## src/rtl/rsa_op_sequencer.sv

```systemverilog
// Front-panel sequencer: debounced buttons -> one-cycle engine starts.
// Ports: clk/rst, buttons[2:0] (active low), *_done in, *_start/busy/flags/state out.
module rsa_op_sequencer #(
  parameter int DEBOUNCE_CYCLES = 16,
  parameter int TIMEOUT_CYCLES  = 1024
) (
  input  logic       clk,
  input  logic       rst,
  input  logic [2:0] buttons,
  input  logic       gen_done,
  input  logic       enc_done,
  input  logic       dec_done,
  output logic       gen_start,
  output logic       enc_start,
  output logic       dec_start,
  output logic       busy,
  output logic       key_valid,
  output logic       ct_valid,
  output logic       err,
  output logic [1:0] state
);

  typedef enum logic [1:0] {
    IDLE     = 2'd0,
    GEN_WAIT = 2'd1,
    ENC_WAIT = 2'd2,
    DEC_WAIT = 2'd3
  } state_t;

  localparam int DW = $clog2(DEBOUNCE_CYCLES);
  localparam int WW = $clog2(TIMEOUT_CYCLES);
  localparam logic [DW-1:0] DLAST = DW'(DEBOUNCE_CYCLES - 1);
  localparam logic [WW-1:0] WLAST = WW'(TIMEOUT_CYCLES - 1);

  logic [2:0]    db;
  logic [2:0]    db_q;
  logic [2:0]    arm;
  logic [DW-1:0] cnt [3];

  // arm[i] only sets once the button is seen released, so a button
  // held through reset cannot fire until it is released and re-pressed.
  always_ff @(posedge clk) begin
    if (rst) begin
      db   <= 3'b111;
      db_q <= 3'b111;
      arm  <= 3'b000;
      for (int i = 0; i < 3; i++) cnt[i] <= '0;
    end else begin
      db_q <= db;
      for (int i = 0; i < 3; i++) begin
        if (buttons[i] != db[i]) begin
          if (cnt[i] == DLAST) begin
            db[i]  <= ~db[i];
            cnt[i] <= '0;
          end else begin
            cnt[i] <= cnt[i] + 1'b1;
          end
        end else begin
          cnt[i] <= '0;
        end
        if (db[i] && buttons[i]) arm[i] <= 1'b1;
      end
    end
  end

  logic [2:0] fall;
  logic       one_low;
  logic [2:0] cmd;

  assign fall    = db_q & ~db & arm;
  assign one_low = (db == 3'b110) || (db == 3'b101) || (db == 3'b011);
  assign cmd     = one_low ? fall : 3'b000;

  state_t        st, st_n;
  logic [WW-1:0] wcnt, wcnt_n;
  logic          kv_n, ct_n, err_n;
  logic          gs_n, es_n, ds_n;

  always_ff @(posedge clk) begin
    if (rst) begin
      st        <= IDLE;
      wcnt      <= '0;
      key_valid <= 1'b0;
      ct_valid  <= 1'b0;
      err       <= 1'b0;
      gen_start <= 1'b0;
      enc_start <= 1'b0;
      dec_start <= 1'b0;
    end else begin
      st        <= st_n;
      wcnt      <= wcnt_n;
      key_valid <= kv_n;
      ct_valid  <= ct_n;
      err       <= err_n;
      gen_start <= gs_n;
      enc_start <= es_n;
      dec_start <= ds_n;
    end
  end

  always_comb begin
    st_n   = st;
    wcnt_n = wcnt + 1'b1;
    kv_n   = key_valid;
    ct_n   = ct_valid;
    err_n  = err;
    gs_n   = 1'b0;
    es_n   = 1'b0;
    ds_n   = 1'b0;
    unique case (st)
      IDLE: begin
        wcnt_n = '0;
        unique case (1'b1)
          cmd[0]: begin
            gs_n  = 1'b1;
            kv_n  = 1'b0;
            ct_n  = 1'b0;
            err_n = 1'b0;
            st_n  = GEN_WAIT;
          end
          cmd[1]: begin
            if (key_valid) begin
              es_n  = 1'b1;
              err_n = 1'b0;
              st_n  = ENC_WAIT;
            end else begin
              err_n = 1'b1;
            end
          end
          cmd[2]: begin
            if (ct_valid) begin
              ds_n  = 1'b1;
              err_n = 1'b0;
              st_n  = DEC_WAIT;
            end else begin
              err_n = 1'b1;
            end
          end
          default: ;
        endcase
      end
      GEN_WAIT: begin
        if (gen_done) begin
          kv_n = 1'b1;
          st_n = IDLE;
        end else if (wcnt == WLAST) begin
          err_n = 1'b1;
          st_n  = IDLE;
        end
      end
      ENC_WAIT: begin
        if (enc_done) begin
          ct_n = 1'b1;
          st_n = IDLE;
        end else if (wcnt == WLAST) begin
          err_n = 1'b1;
          st_n  = IDLE;
        end
      end
      DEC_WAIT: begin
        if (dec_done) begin
          st_n = IDLE;
        end else if (wcnt == WLAST) begin
          err_n = 1'b1;
          st_n  = IDLE;
        end
      end
      default: st_n = IDLE;
    endcase
  end

  assign busy  = (st != IDLE);
  assign state = st;

endmodule

```

## config.mk

```make
export PLATFORM = sky130hd
export DESIGN_NAME = rsa_op_sequencer
export DESIGN_NICKNAME = d
export VERILOG_FILES = /design/src/rtl/rsa_op_sequencer.sv
export SDC_FILE = /design/constraint.sdc
export NUM_CORES = 1
export LEC_CHECK = 0
export CORE_UTILIZATION = 25
export DETAILED_ROUTE_END_ITERATION = 10
export HOLD_SLACK_MARGIN = 0.03
export PLACE_DENSITY_LB_ADDON = 0.3
export SETUP_SLACK_MARGIN = 0.4
export SLEW_MARGIN = 15
export SYNTH_ARGS = -nofsm -noshare
export SYNTH_HDL_FRONTEND = slang
export SYNTH_SLANG_ARGS = --single-unit
```

## constraint.sdc

```tcl
create_clock -name clk -period 2.8 [get_ports clk]
set_input_delay 0.42 -clock clk [delete_from_list [all_inputs] [get_ports clk]]
set_output_delay 0.42 -clock clk [all_outputs]
set_load 0.05 [all_outputs]
```

==> results of run 1 <==
## synth_stat cells
library cell	n
o22a_2	1
conb_1	1
nand2_1	5
and4b_4	1
a31o_2	3
o22a_1	1
a31oi_1	2
a21oi_1	5
nor2b_1	3
or2_2	3
and3b_1	1
and4b_2	1
nor3b_1	1
nand3_1	6
a22oi_1	1
nand3b_1	2
nand2b_1	7
and3_1	1
edfxtp_1	12
and3_2	1
or3_1	1
dfxtp_1	27
o21ai_0	5
ha_1	7
nor3_1	2
and2_4	1
a211oi_1	2
xor2_1	10
inv_1	6
and4_1	3
nor2_1	30
clkbuf_1	3
nand4_1	5
a221o_1	1
o221a_1	1
xnor2_1	6
## report_power, final
group	internal, mW	switching (mW)
combinational	0.0311	0.0298
clock	0.173	0.204
sequential	0.599	0.0126
## registers in the layout (all words and copies together), names as in the netlist
signal / cells
db: 3
arm: 3
dec_start: 1
err: 1
state: 2
gen_start: 1
cnt: 12
wcnt: 10
db_q: 3
key_valid: 1
enc_start: 1
ct_valid: 1
## cells by family after synthesis
kind of cell | count (synthesis)
and+or+nand+nor | 74
other | 1
adders and majority gates | 7
DFF | 39
buffers and inverters | 9
xor gates and xnor gates | 16
AOI/OAI and AO/OA | 22
## final cells by class
| class | instances | area, sq um |
|---|---|---|
| Tap cell | 77 | 96.34 |
| Multi-Input combinational cell | 131 | 819.5 |
| Fill cell | 671 | 4397 |
| Timing Repair Buffer | 17 | 170.2 |
| Sequential cell | 39 | 900.9 |
| Clock inverter | 3 | 20.02 |
| Inverter | 6 | 22.52 |
| Clock buffer | 5 | 68.82 |
## stage by stage
stage	setup WS, ps	cell area, sq um	util, %
after global placement	802.1	2007	30.90
after CTS	455.6	2096	32.27
after global routing	706.6	2098	32.31
after floorplan	993.1	1754	-
after detailed placement	781.3	2007	30.90
final	788.8	2098	32.31
## worst max path at each step
| stage | startpoint | to | slack [ps] | cells after the start |
|---|---|---|---|---|
| 2_1_floorplan | state[1] | wcnt[5] | 990 | 5 |
| 3_3_place_gp | state[0] | busy | 800 | 3 |
| 3_5_place_dp | state[0] | busy | 780 | 3 |
| 4_1_cts | state[1] | busy | 460 | 3 |
| 5_1_grt | state[0] | state[0] | 710 | 1 |
| 6_report | state[0] | state[0] | 790 | 1 |
## routing by layer
metal | track usage (%) | up-vias | part of all wire [%]
met1 | 11.59 | 559 | 52
met4 | 4.622 | 0 | 2.3
li1 | - | 638 | -
met5 | 0 | - | 0
met3 | 2.753 | 5 | 3.9
met2 | 14.04 | 23 | 42
## placed cells by master (no fill, tap or decap), types with 2 or more instances in the layout
cell type,Yosys,layout
nor2b_1,3,3
nand3b_1,2,2
nand2_1,5,5
nand3_1,6,6
conb_1,1,12
clkbuf_8,0,5
or2_2,3,3
a21oi_1,5,5
nor2_1,30,30
and4_1,3,3
dfxtp_1,27,27
xor2_1,10,10
a211oi_1,2,2
inv_1,6,6
ha_1,7,7
nand2b_1,7,7
nor3_1,2,2
a31o_2,3,3
xnor2_1,6,6
nand4_1,5,5
o21ai_0,5,5
edfxtp_1,12,12
a31oi_1,2,2
clkinvlp_4,0,2
clkdlybuf4s50_1,0,15
==> impl_metrics.toml, run 1 <==
[run_status]
outcome = "complete, but fails checks"
violations = "design-rule violations"

[synthesis]
synth-adder-area-share_pct = 5.113
yosysSeqAreaShare_pct = 52.59
synth_top_family_by_area = "simple AND/OR/NAND/NOR gates"
syn_inst = 168
syn_area_per_cell_sq_um = 10.20
synth_xor_area_share_pct = 8.181
yosys.area_share.simple_pct = 23.08
synth_seq_cells = 39
muxShareOfSynthArea_pct = 0
synth_area_leaders = "dfxtp_1, edfxtp_1, nor2_1"
yosysTopAreaCellShare_pct = 31.56
yosysTopAreaCell = "dfxtp_1"
synth-compound-area-share_pct = 8.839
syn_area_sq_um = 1713
synth_cell_types = 36
ys_warn_count = 0

[setup_path]
cp.arrival_ps = 1590
critPathTopFamily = "buffers and inverters"
cp_cell_sequence = "clkdlybuf4s50_1"
crit_path_start_kind = "register"
r2r_start = "db[1]"
rrSetupSlack_ps = 1220
cp.required_ps = 2380
path_max_fanout = 8
crit_path_top_delay_cell = "clkdlybuf4s50_1"
r2r_end = "err"
critPathBufInv = 1
endpoint_kind = "output pin"
critical-path-max-stage-delay_ps = 850
criticalPathCategory = "register to output pin"
rr_worst_depth = 4

[clock_tree]
clk_path_buf_depth = 2
clkLatencyLatePin_ps = 290
clkSinkCount = 39
ctsHoldBuffers = 0
cts_setup_buffers = 0
ctsResizeCount = 0
cts_tree = "done"
cts_buffers = 5
cts_max_level = 2
cts-root-buf = "clkbuf_8"
clkTransAtPathRegs_ps = 80

[sta]
rsz0062_at_grt = "no"
holdWs_ps = 478.0
worst_pin_slew_ps = 501.2
timing.final.crit_share_pct = 71.83
setup_viol_count_final = 0
hold_viol = 0
period_minus_slack_ps = 2011
skew_ps = 4.131
slew_violations = 0
timing.fmax_mhz = 497.2
fin_tns_setup_ps = 0
slew_headroom_pct = 66.48

[floorplan]
die_width_um = 84.78
die_y_um = 84.78
start_util_pct = 26.37
ioPinCount = 17
core.rowCount = 29
die_area_sq_um = 7187
core_area_sq_um = 6495

[route]
routedWlPerCell_um = 10.49
ant_nets = 0
num_vias = 1225
avgViaCountPerCell = 4.406
drt_iter0_drc = 53
routed_wl_um = 2917
drt-pass1-iter-count = 7
drcViolationCount = 2

[global_routing]
antenna_found_initial = 0
grt_first_pass_wirelength_um = 5119
grt_overflow = 0
grt_start_max_net_pins = 14
track_usage_pct = 9.121
first_global_vias = 1128

[power_and_ir_drop]
total_power_mw = 1.049
power.density_nw_per_um2 = 499.9
ir_drop_uv = 170.4
p_leak_nw = 0.7727

[worst_hold_path]
worstHoldStart = "wcnt[0]"
hold_depth = 1
whs_endpoint = "wcnt[0]"
hp-class = "register to register"

[placement]
io_buffers = 16
dp.final_hpwl_um = 2066
place_inst = 270
place.gp.congestion = 0.7216

[final_layout]
area_growth_pct = 22.50
diodes = 0
num-nets-final = 215
final_cells = 278
drive_gt1_share_pct = 9.950

[job]
max_cap_viol_count = 0
No activity file was read; power rests on OpenSTA's default activity.
==> inputs of run 2 (changes only) <==
==> constraint.sdc (replaced) <==
create_clock -name clk -period 1.65 [get_ports clk]
set_input_delay 0.2475 -clock clk [delete_from_list [all_inputs] [get_ports clk]]
set_output_delay 0.2475 -clock clk [all_outputs]
set_load 0.05 [all_outputs]
==> impl_metrics.toml, run 2 (synthesized netlist as in run 1, its figures left out) <==
[run_status]
outcome = "complete, but fails checks"
violations = "design-rule violations"

[sta]
timing.fmax_mhz = 678.8
skew_ps = 5.511
timing.final.crit_share_pct = 89.29
setup_slack_ps = 176.8
hold_viol = 0
rsz0062_at_grt = "yes"
slew_violations = 0
fin_tns_setup_ps = 0
period_minus_slack_ps = 1473
setup_viol_count_final = 0

[setup_path]
crit_path_start_kind = "register"
endpoint_kind = "register"
cp.required_ps = 1830
cp_cell_sequence = "and4b_4, a22oi_2, a221o_1, o221a_1"
rrSetupSlack_ps = 180
crit_path_top_delay_cell = "dfxtp_4"
cp.arrival_ps = 1660
rr_worst_depth = 4
critical-path-max-stage-delay_ps = 360
criticalPathCategory = "register to register"
path_max_fanout = 4

[final_layout]
num-nets-final = 227
final_cells = 290
mostFrequentLayoutCell = "nor2_1"
final_cell_area_sq_um = 2328
regMostFlops = "cnt"
area_growth_pct = 35.94
reg_top3 = "cnt: 12 flops, wcnt: 10 flops"
drive_gt1_share_pct = 28.64
diodes = 0
final_cell_mix = "nor2_1, dfxtp_1, buf_4"
largest_reg_flops = 12

[floorplan]
die_y_um = 84.78
die_width_um = 84.78
core.rowCount = 29
core_area_sq_um = 6495
die_area_sq_um = 7187
start_util_pct = 26.37
ioPinCount = 17

[placement]
place_inst = 273
place.gp.congestion = 0.6963
dp.final_hpwl_um = 2088
post-place-ws_ps = 105.8
dpl-instance-area_sq_um = 2057
io_buffers = 16

[route]
routedWlPerCell_um = 10.46
routed_wl_um = 3032
ant_nets = 0
drt-pass1-iter-count = 8
avgViaCountPerCell = 4.366
drt_iter0_drc = 45
drcViolationCount = 2
num_vias = 1266

[clock_tree]
cts-root-buf = "clkbuf_8"
cts_max_level = 2
clk_path_buf_depth = 2
clkLatencyLatePin_ps = 290
cts_buffers = 5
cts_tree = "done"
ctsHoldBuffers = 0
clkTransAtPathRegs_ps = 80
clkSinkCount = 39

[power_and_ir_drop]
p_leak_nw = 0.8802
ir_drop_uv = 309.4
power.density_nw_per_um2 = 853.8

[global_routing]
antenna_found_initial = 0
first_global_vias = 1182
grt_first_pass_wirelength_um = 5244
grt_start_max_net_pins = 13
track_usage_pct = 9.244
grt_overflow = 0

[worst_hold_path]
hold_depth = 2
hp-class = "input port to register"

[job]
max_cap_viol_count = 0
-- run 2: cell types whose count changed in the layout (fill, tap and decap cells not counted), moves of 4 or more --
cell,before,now
buf_4,1,18
clkdlybuf4s50_1,15,6
dfxtp_1,27,19
dfxtp_2,0,4
dfxtp_4,0,4
nor2_1,30,26
-- run 2: path summary, 6_finish.rpt --
kind | from | endpoint
worst max-delay path | db[1] | err
worst min-delay path | rst | db[2]
worst max register to register | db[1] | err
worst min register to register | wcnt[0] | wcnt[0]
-- run 2: metrics by stage --
stage               utilization [%]  power [mW]  hold slack (ps)
floorplan                         -       1.127            432.3
CTS                           34.33       1.997            444.5
detailed placement            31.67       1.169            470.9
global placement              31.67       1.168            450.4
finish                        35.85       1.988            383.0
global route                  35.85       2.077            407.0
-- run 2: timing repair --
action	CTS	global route
endpoints found under the setup margin	8	17
pin swaps	5	3
setup buffers	6	3
gates resized for setup	5	16
-- run 2: layer usage --
| layer | share of wire (%) | up-vias | track usage [%] |
|---|---|---|---|
| met2 | 43 | 22 | 13.16 |
| met3 | 4.2 | 3 | 3.048 |
| met5 | 0 | - | 0 |
| met4 | 0.46 | 0 | 4.160 |
| li1 | - | 667 | - |
| met1 | 53 | 574 | 12.68 |
-- run 2: final cells by class --
cell class / instances / area [sq um]
Clock buffer: 6 / 82.58
Clock inverter: 2 / 35.03
Fill cell: 657 / 4167
Inverter: 6 / 25.02
Multi-Input combinational cell: 131 / 898.4
Sequential cell: 39 / 920.9
Tap cell: 77 / 96.34
Timing Repair Buffer: 29 / 270.3
-- run 2: worst max-delay path, delay by kind of cell, from the launching register on --
family	cells	cell delay, ps
flops	1	360
simple gates	1	320
compound gates	3	690
-- run 2: report_power, final --
part | internal, mW | total, mW | leakage (nW) | switching, mW
combinational | 0.0672 | 0.125 | 0.474 | 0.0582
sequential | 1.01 | 1.03 | 0.345 | 0.0240
clock | 0.489 | 0.828 | 0.0612 | 0.339
==> inputs of run 3 (changes only) <==
--- a/config.mk
+++ b/config.mk
@@ -6,8 +6,9 @@
 export NUM_CORES = 1
 export LEC_CHECK = 0
 export CORE_UTILIZATION = 25
+export CTS_CLUSTER_DIAMETER = 150
 export DETAILED_ROUTE_END_ITERATION = 10
-export HOLD_SLACK_MARGIN = 0.03
+export HOLD_SLACK_MARGIN = 0.15
 export PLACE_DENSITY_LB_ADDON = 0.3
 export SETUP_SLACK_MARGIN = 0.4
 export SLEW_MARGIN = 15
==> results of run 3 <==
Same layout as run 2: the final DEF is identical, and so are final timing and power.
